**src/rtl/shift_reg_pkg.sv**
```systemverilog
// Shared definitions for the shift_reg_seq slice: opcodes and FSM state encoding.
package shift_reg_pkg;

    localparam logic [2:0] OP_LOAD = 3'd0;
    localparam logic [2:0] OP_SHR  = 3'd1;
    localparam logic [2:0] OP_SHL  = 3'd2;
    localparam logic [2:0] OP_INC  = 3'd3;
    localparam logic [2:0] OP_ROR  = 3'd4;
    localparam logic [2:0] OP_ROL  = 3'd5;
    localparam logic [2:0] OP_ASR  = 3'd6;
    localparam logic [2:0] OP_CLR  = 3'd7;

    typedef enum logic {
        IDLE  = 1'b0,
        SHIFT = 1'b1
    } state_e;

endpackage

```
**src/rtl/shift_reg_seq_shift_step.sv**
```systemverilog
// shift_step: combinational single-bit step of the shift/rotate engine.
// Non-shift opcodes pass the data through unchanged with shout cleared.
module shift_step
    import shift_reg_pkg::*;
#(
    parameter int WIDTH = 8
) (
    input  logic [2:0]       op,
    input  logic [WIDTH-1:0] data_i,
    input  logic             sin,
    output logic [WIDTH-1:0] data_o,
    output logic             shout_o
);

    // One step of the selected shift/rotate; bit leaving the register goes to shout_o.
    always_comb begin
        // NOTE: defaults first so every path assigns every output -- no latch is inferred.
        data_o  = data_i;
        shout_o = 1'b0;
        case (op)
            OP_SHR: begin
                data_o  = {sin, data_i[WIDTH-1:1]};
                shout_o = data_i[0];
            end
            OP_SHL: begin
                data_o  = {data_i[WIDTH-2:0], sin};
                shout_o = data_i[WIDTH-1];
            end
            OP_ROR: begin
                data_o  = {data_i[0], data_i[WIDTH-1:1]};
                shout_o = data_i[0];
            end
            OP_ROL: begin
                data_o  = {data_i[WIDTH-2:0], data_i[WIDTH-1]};
                shout_o = data_i[WIDTH-1];
            end
            OP_ASR: begin
                data_o  = {data_i[WIDTH-1], data_i[WIDTH-1:1]};
                shout_o = data_i[0];
            end
            default: begin
                data_o  = data_i;
                shout_o = 1'b0;
            end
        endcase
    end

endmodule

```
**src/rtl/shift_reg_seq.sv**
```systemverilog
// shift_reg_seq: sequential shift/rotate/increment register with a valid/ready command port.
// Default build: iterative engine, one bit per clock, FSM-driven.
// SHIFT_REG_BARREL_EN defined: every command completes in a single edge via a chain of steps.
module shift_reg_seq
    import shift_reg_pkg::*;
#(
    parameter int WIDTH = 8,
    parameter int AMT_W = 4
) (
    input  logic             clk,
    input  logic             reset,
    input  logic             cmd_valid,
    output logic             cmd_ready,
    input  logic [2:0]       cmd_op,
    input  logic [AMT_W-1:0] cmd_amt,
    input  logic [WIDTH-1:0] cmd_data,
    input  logic             sin,
    output logic [WIDTH-1:0] data_out,
    output logic             shout,
    output logic             busy,
    output logic             done
);

    logic [WIDTH-1:0] data_q, data_d;
    logic             shout_q, shout_d;
    logic             done_q, done_d;

    assign data_out = data_q;
    assign shout    = shout_q;
    assign done     = done_q;

`ifdef SHIFT_REG_BARREL_EN

    // Longest possible shift, so every amount resolves in one pass.
    localparam int N_STAGES = 2**AMT_W - 1;

    logic [WIDTH-1:0] chain_data  [0:N_STAGES];
    logic             chain_shout [0:N_STAGES];
    logic [WIDTH-1:0] stage_data  [0:N_STAGES-1];
    logic             stage_shout [0:N_STAGES-1];

    assign chain_data[0]  = data_q;
    assign chain_shout[0] = 1'b0;

    for (genvar i = 0; i < N_STAGES; i++) begin : g_stage
        shift_step #(.WIDTH(WIDTH)) u_step (
            .op      (cmd_op),
            .data_i  (chain_data[i]),
            .sin     (sin),
            .data_o  (stage_data[i]),
            .shout_o (stage_shout[i])
        );
        // Stage i is applied only when the amount exceeds i, otherwise it passes through.
        assign chain_data[i+1]  = (AMT_W'(i) < cmd_amt) ? stage_data[i]  : chain_data[i];
        assign chain_shout[i+1] = (AMT_W'(i) < cmd_amt) ? stage_shout[i] : chain_shout[i];
    end

    assign busy      = 1'b0;
    assign cmd_ready = 1'b1;

    // Next state: any accepted command finishes on its acceptance edge.
    always_comb begin
        data_d  = data_q;
        shout_d = shout_q;
        done_d  = 1'b0;
        if (cmd_valid) begin
            done_d = 1'b1;
            case (cmd_op)
                OP_LOAD: begin
                    data_d  = cmd_data;
                    shout_d = 1'b0;
                end
                OP_INC:  {shout_d, data_d} = {1'b0, data_q} + (WIDTH+1)'(1);
                OP_CLR: begin
                    data_d  = '0;
                    shout_d = 1'b0;
                end
                default: begin
                    data_d  = chain_data[N_STAGES];
                    shout_d = chain_shout[N_STAGES];
                end
            endcase
        end
    end

    // Register update with synchronous reset.
    always_ff @(posedge clk) begin
        // NOTE: non-blocking so every flop samples pre-edge values regardless of statement order.
        if (reset) begin
            data_q  <= '0;
            shout_q <= 1'b0;
            done_q  <= 1'b0;
        end else begin
            data_q  <= data_d;
            shout_q <= shout_d;
            done_q  <= done_d;
        end
    end

`else

    state_e           state_q, state_d;
    logic [AMT_W-1:0] cnt_q, cnt_d;
    logic [2:0]       op_q, op_d;
    logic             sin_q, sin_d;

    logic [2:0]       step_op;
    logic             step_sin;
    logic [WIDTH-1:0] step_data;
    logic             step_shout;

    assign busy      = (state_q == SHIFT);
    assign cmd_ready = ~busy;

    // In IDLE the step works on the incoming command (step 1 happens at acceptance);
    // in SHIFT it works on the latched op/sin so input changes cannot disturb it.
    assign step_op  = (state_q == IDLE) ? cmd_op : op_q;
    assign step_sin = (state_q == IDLE) ? sin    : sin_q;

    shift_step #(.WIDTH(WIDTH)) u_step (
        .op      (step_op),
        .data_i  (data_q),
        .sin     (step_sin),
        .data_o  (step_data),
        .shout_o (step_shout)
    );

    // Next state: command decode in IDLE, one step per edge while in SHIFT.
    always_comb begin
        data_d  = data_q;
        shout_d = shout_q;
        done_d  = 1'b0;
        state_d = state_q;
        cnt_d   = cnt_q;
        op_d    = op_q;
        sin_d   = sin_q;
        case (state_q)
            IDLE: begin
                if (cmd_valid) begin
                    op_d   = cmd_op;
                    sin_d  = sin;
                    done_d = 1'b1;
                    case (cmd_op)
                        OP_LOAD: begin
                            data_d  = cmd_data;
                            shout_d = 1'b0;
                        end
                        OP_INC:  {shout_d, data_d} = {1'b0, data_q} + (WIDTH+1)'(1);
                        OP_CLR: begin
                            data_d  = '0;
                            shout_d = 1'b0;
                        end
                        default: begin
                            if (cmd_amt == '0) begin
                                shout_d = 1'b0;
                            end else begin
                                data_d  = step_data;
                                shout_d = step_shout;
                                if (cmd_amt != AMT_W'(1)) begin
                                    done_d  = 1'b0;
                                    state_d = SHIFT;
                                    cnt_d   = cmd_amt - AMT_W'(1);
                                end
                            end
                        end
                    endcase
                end
            end
            SHIFT: begin
                data_d  = step_data;
                shout_d = step_shout;
                cnt_d   = cnt_q - AMT_W'(1);
                if (cnt_q == AMT_W'(1)) begin
                    state_d = IDLE;
                    done_d  = 1'b1;
                end
            end
            default: state_d = IDLE;
        endcase
    end

    // Register update with synchronous reset; reset aborts any shift without a done pulse.
    always_ff @(posedge clk) begin
        if (reset) begin
            data_q  <= '0;
            shout_q <= 1'b0;
            done_q  <= 1'b0;
            state_q <= IDLE;
            cnt_q   <= '0;
            op_q    <= OP_LOAD;
            sin_q   <= 1'b0;
        end else begin
            data_q  <= data_d;
            shout_q <= shout_d;
            done_q  <= done_d;
            state_q <= state_d;
            cnt_q   <= cnt_d;
            op_q    <= op_d;
            sin_q   <= sin_d;
        end
    end

`endif

endmodule

```
**config.mk**
```make
export PLATFORM = sky130hd
export DESIGN_NAME = shift_reg_seq
export DESIGN_NICKNAME = d
export VERILOG_FILES = /design/src/rtl/shift_reg_pkg.sv /design/src/rtl/shift_reg_seq_shift_step.sv /design/src/rtl/shift_reg_seq.sv
export SDC_FILE = /design/constraint.sdc
export NUM_CORES = 1
export LEC_CHECK = 0
export ABC_AREA = 1
export CORE_AREA = 5 5 75 77
export DETAILED_ROUTE_END_ITERATION = 10
export DIE_AREA = 0 0 80 82
export HOLD_SLACK_MARGIN = 0.15
export PLACE_DENSITY = 0.61
export SYNTH_ARGS = -nofsm -noshare
export SYNTH_HDL_FRONTEND = slang
export SYNTH_SLANG_ARGS = --single-unit
export TNS_END_PERCENT = 20
```
**constraint.sdc**
```tcl
create_clock -name clk -period 1.38 [get_ports clk]
set_clock_uncertainty 0.1 [all_clocks]
set_input_delay 0.345 -clock clk [delete_from_list [all_inputs] [get_ports clk]]
set_output_delay 0.345 -clock clk [all_outputs]
set_load 0.005 [all_outputs]
```
==> results of run 1 <==
[cell type report]
class                           count  area, sq um  area share, %
Clock buffer                        4         45.0           1.67
Inverter                           38          173           6.41
Sequential cell                    19          397           14.7
Timing Repair Buffer               70          626           23.2
Tap cell                           70         87.6           3.25
Multi-Input combinational cell    215         1370           50.7
[where the power goes]
| group | internal, mW | leakage, nW | switching [mW] | total (mW) |
|---|---|---|---|---|
| registers | 0.600 | 0.161 | 0.0408 | 0.641 |
| clock network | 0.206 | 0.0228 | 0.205 | 0.411 |
| logic | 0.399 | 1.08 | 0.519 | 0.918 |
[worst max-delay path, delay by kind of cell, from the launching register on]
family / cells / cell delay, ns
simple gates: 8 / 0.70
compound gates: 1 / 0.13
buf+inv: 1 / 0.14
flops: 1 / 0.37
[state kept, by name (all words and copies together), names as in the netlist]
register,flops
busy,1
data_out,8
sin_q,1
op_q,3
done,1
shout,1
cnt_q,4
[path summary, 6_finish.rpt]
| kind | slack, ns | startpoint | to | depth (start not counted) |
|---|---|---|---|---|
| worst min register to register | 0.37 | sin_q$_SDFFE_PP0P_ | sin_q$_SDFFE_PP0P_ | 2 |
| worst max-delay path | -0.13 | busy$_SDFF_PP0_ | data_out[6]$_SDFFE_PP0P_ | 10 |
| worst max register to register | -0.13 | busy$_SDFF_PP0_ | data_out[6]$_SDFFE_PP0P_ | 10 |
| worst min-delay path | 0.37 | sin_q$_SDFFE_PP0P_ | sin_q$_SDFFE_PP0P_ | 2 |
[metal layers]
layer  vias up  track usage [%]
met4         0             5.91
met3         9             1.54
met2        32             27.3
met1       904             20.8
li1       1025                -
met5         -                0
[repair_timing]
item | 4_1_cts | 5_1_grt
gates cloned | 0 | 0
pin swaps | 15 | 28
endpoints found under the setup margin | 28 | 20
hold buffers | 0 | 0
setup buffers | 5 | 1
gates resized for setup | 54 | 46
[placed cells by master, fill, tap and decap left out, drive strengths merged]
master / instances
xnor2: 1
inv: 38
clkdlybuf4s50: 12
clkbuf: 9
a22oi: 1
nand4: 2
dlygate4sd2: 11
a21oi: 23
dfxtp: 19
ha: 5
o21ai: 13
buf: 41
a211oi: 1
nor2: 25
nand2: 108
nor3: 4
o21bai: 1
dlymetal6s2s: 1
nand3: 30
o211ai: 1
[cells by family after synthesis]
group | synth area share, %
adders and majority gates | 3.52
xor gates and xnor gates | 0.493
and+or+nand+nor | 49.3
buffers and inverters | 11.3
DFF | 21.4
AOI/OAI and AO/OA | 14.0
==> flow_summary.json, run 1 <==
{
  "cts_buffer_depth": 2,
  "cts-buffers-inserted": 3,
  "dpl.cell_count": 406,
  "ys_seq_area_share_pct": 21.4,
  "die_w_microns": 80,
  "yosysWarnings": 0,
  "critPathSlowestCell": "dfxtp_4",
  "rsz0062_at_grt": "yes",
  "slowest_delay_ns": 0.37,
  "dr.first_iter.drc_count": 71,
  "path_common_cell": "nand2_2",
  "synth_edf_count": 0,
  "synth-main-ff-cell": "dfxtp_1",
  "dieArea_sq_um": 6560,
  "hold_viol": 0,
  "status": "finished with violations",
  "synthCells": 277,
  "cts_tree": "yes",
  "vias": 1970,
  "dpl_cell_area_sq_um": 2430,
  "topRoutingLayerUsed": "met4",
  "antenna_found_initial": 0,
  "setup_ws_ns": -0.128,
  "worst_pin_slew_ns": 0.251,
  "via_per_inst": 4.74,
  "finalNonFillerCells": 416,
  "clk_latency_ns": 0.26,
  "finalCritPeriodShare_pct": 109,
  "first_pass_iters": 4,
  "globalplace.congestion": 0.835,
  "clkTransAtPathRegs_ns": 0.08,
  "grt_max_degree": 11,
  "synthDistinctLibCells": 31,
  "h-tree-depth": 1,
  "grt_pass1_vias": 1818,
  "coreArea_sq_um": 4940,
  "io_buffer_count": 30,
  "critical_path_class": "flop to flop",
  "grt.total_usage_pct": 16.0,
  "dp.final_hpwl_microns": 3780,
  "hold_slack_ns": 0.370,
  "fin_util_pct": 54.5,
  "synth_top_area_share_pct": 21.4,
  "crit_chain": "buf_8 > nand2_2 > nand2_4 > nor2_4 > nand2_2 > nand2_4 > nand2_2 > nand3_2 > nand2_2 > a21oi_2",
  "crit_fanout": 8,
  "finalCriticalPeriod_ns": 1.51,
  "worst_setup_path_end_kind": "flop",
  "hp-class": "flop to flop",
  "fmax_mhz": 663,
  "met2WireLength_microns": 2530,
  "ir_drop_v": 0.000471,
  "cap_violations": 0,
  "ys_top_cells_by_area": "dfxtp_1 21%, nand2_1 18%, nand2_4 8.9%",
  "finalSetupViolations": 12,
  "wl_microns": 5090,
  "chipHeight_microns": 82,
  "finalSetupTns_ns": -1.22,
  "synth_common_cells": "84 x nand2_1, 31 x inv_1, 26 x nand3_1",
  "netlist_area_sq_um": 1780,
  "arrival_ns": 1.60,
  "initial_utilization_pct": 36.0,
  "ys_ff_latch": 19,
  "m1WireLength_microns": 2340,
  "yosys.cell_count.top_type": "nand2_1",
  "power.density_nw_per_um2": 731,
  "grt_pass1_wl_microns": 8450,
  "clkSinkCount": 19,
  "rows": 26,
  "dp_slack_ns": -0.579,
  "slew_headroom_pct": 83.1,
  "antenna_left": 0,
  "power_mw": 1.97,
  "antenna_cells": 0,
  "grt-ovfl-total": 0,
  "finalNetCount": 371,
  "final_layout_size_suffix_gt1_share_pct": 42.5,
  "wl_per_cell_microns": 12.2,
  "io_pins": 31,
  "violations": "negative setup slack",
  "synth_fp_nets": 301,
  "syn_to_final_growth_pct": 51.5,
  "power_leakage_nw": 1.27,
  "yosysTopAreaCell": "dfxtp_1",
  "num-fill-cells": 486,
  "worstPathRequired_ns": 1.48,
  "post-route-cell-area_sq_um": 2690,
  "synthArstFlopShare_pct": 0,
  "root_buffer": "clkbuf_8",
  "route.met3.wl_microns": 104,
  "finalMaxSlewViolations": 0,
  "drc_errors": 0,
  "startpoint_type": "flop",
  "synth.avg_cell_area_sq_um": 6.42
}
Power figures use the tool's default switching activity.
==> run 2, diff against run 1 <==
Settings changed: CORE_AREA 5 5 75 77 to 5 5 64 89, DIE_AREA 0 0 80 82 to 0 0 69 94, PLACE_DENSITY 0.61 to 0.62.
==> run 2 against run 1 <==
Net effect:
- the run still ends with negative setup slack left
- maximum frequency is 0.51% higher
- sequential share of layout area is 0.22 points higher
- setup slack better by 0.0076 ns
- largest cell class unchanged
- highest routed layer unchanged
==> flow_summary.json, run 2 (synthesis results as in run 1) <==
{
  "startpoint_type": "flop",
  "root_buffer": "clkbuf_8",
  "slew_headroom_pct": 78.9,
  "syn_to_final_growth_pct": 47.4,
  "vias": 1978,
  "grt_pass1_wl_microns": 8520,
  "power_leakage_nw": 1.24,
  "mostFrequentLayoutCell": "nand2_1",
  "path_common_cell": "nand2_4",
  "fmax_mhz": 666,
  "clk_latency_ns": 0.26,
  "finalCritPeriodShare_pct": 109,
  "cap_violations": 0,
  "crit_chain": "buf_12 > inv_12 > nand2_4 > nand2_4 > nor2_4 > nand2_2 > nand2_4 > nand2_1 > nand3_1 > nand2_1 > a21oi_2",
  "dpl_cell_area_sq_um": 2390,
  "crit_fanout": 10,
  "worstPathRequired_ns": 1.48,
  "final_layout_size_suffix_gt1_share_pct": 40.6,
  "critical_path_class": "flop to flop",
  "h-tree-depth": 1,
  "finalCriticalPeriod_ns": 1.50,
  "grt.total_usage_pct": 15.8,
  "rsz0062_at_grt": "yes",
  "hp-class": "input pin to flop",
  "dp.final_hpwl_microns": 3930,
  "rows": 30,
  "antenna_left": 0,
  "die_w_microns": 69,
  "first_pass_iters": 7,
  "violations": "negative setup slack",
  "io_pins": 31,
  "power_mw": 1.95,
  "path_delay_family": "simple AND/OR/NAND/NOR gates",
  "dieArea_sq_um": 6490,
  "status": "finished with violations",
  "grt_max_degree": 11,
  "num-fill-cells": 521,
  "wl_microns": 5090,
  "cp_num_buf_inv": 2,
  "critPathSlowestCell": "dfxtp_4",
  "clkSinkCount": 19,
  "power.density_nw_per_um2": 743,
  "cts_tree": "yes",
  "grt-ovfl-total": 0,
  "hold_viol": 0,
  "chipHeight_microns": 94,
  "cts-buffers-inserted": 3,
  "antenna_cells": 0,
  "finalMaxSlewViolations": 0,
  "clkTransAtPathRegs_ns": 0.08,
  "hold_slack_ns": 0.305,
  "slowest_delay_ns": 0.39,
  "wl_per_cell_microns": 12.4,
  "ir_drop_v": 0.000457,
  "worst_setup_path_end_kind": "flop",
  "dr.first_iter.drc_count": 79,
  "finalSetupViolations": 11,
  "grt_pass1_vias": 1902,
  "globalplace.congestion": 0.902,
  "finalNetCount": 372,
  "drc_errors": 0,
  "via_per_inst": 4.81,
  "initial_utilization_pct": 37.0,
  "arrival_ns": 1.60,
  "largest_reg_flops": 8,
  "post-route-cell-area_sq_um": 2620,
  "worst_pin_slew_ns": 0.314,
  "coreArea_sq_um": 4800,
  "dp_slack_ns": -0.601,
  "cts_buffer_depth": 2,
  "layout_common_cells": "71 x nand2_1, 37 x buf_4, 24 x inv_1, 24 x nand3_1, 21 x nand2_2",
  "antenna_found_initial": 0,
  "io_buffer_count": 30,
  "setup_ws_ns": -0.121
}
-- run 2: changes by cell type in the layout (fill, tap and decap cells not counted), sizes merged --
cell and change:
clkdlybuf4s15 +1, buf +3, clkinv +1, dlymetal6s2s -1, clkdlybuf4s50 -1, inv -1, clkbuf -1
-- run 2: worst min-delay path, stage by stage --
cell      delay (ns)
clkbuf_2        0.12
inv_2           0.10
a21oi_1         0.07
-- run 2: final timing paths --
| kind | startpoint | to | slack, ns | depth (start not counted) |
|---|---|---|---|---|
| worst min-delay path | cmd_op[2] | op_q[2]$_SDFFE_PP0P_ | 0.30 | 3 |
| worst min register to register | sin_q$_SDFFE_PP0P_ | sin_q$_SDFFE_PP0P_ | 0.36 | 2 |
| worst max-delay path | busy$_SDFF_PP0_ | data_out[1]$_SDFFE_PP0P_ | -0.12 | 11 |
| worst max register to register | busy$_SDFF_PP0_ | data_out[1]$_SDFFE_PP0P_ | -0.12 | 11 |
-- run 2: report_power, final --
group          switching, mW  total [mW]  internal [mW]
clock                  0.201       0.407          0.206
sequential            0.0369       0.636          0.599
combinational          0.508       0.904          0.396
total                  0.746        1.95           1.20
-- run 2: through the flow --
stage	instances	utilization [%]	setup TNS [ns]
after floorplan	277	-	0
after global placement	398	49.8	-9.06
after detailed placement	398	49.8	-9.37
after CTS	409	52.8	-0.913
after global routing	411	54.5	-2.26
final	411	54.5	-1.06
-- run 2: layout make-up --
cell class                      count  area, sq um  area share [%]
Multi-Input combinational cell    215         1330            50.8
Inverter                           38          170            6.49
Timing Repair Buffer               71          602            23.0
Tap cell                           64         80.1            3.06
Clock buffer                        4         45.0            1.72
Sequential cell                    19          392            14.9
-- run 2: timing repair --
action / in CTS / in global routing
hold buffers: 0 / 0
pin swaps: 12 / 13
setup endpoints to repair: 28 / 22
buffers inserted: 7 / 2
gates resized for setup: 55 / 34
-- run 2: layer usage --
| layer | share of wire [%] | up-vias | GRT usage [%] | routed length [microns] |
|---|---|---|---|---|
| met1 | 39 | 908 | 16.8 | 1980 |
| li1 | - | 1021 | - | - |
| met3 | 3.8 | 9 | 2.03 | 194 |
| met5 | 0 | - | 0 | 0 |
| met2 | 55 | 40 | 31.5 | 2810 |
| met4 | 2.0 | 0 | 5.21 | 104 |
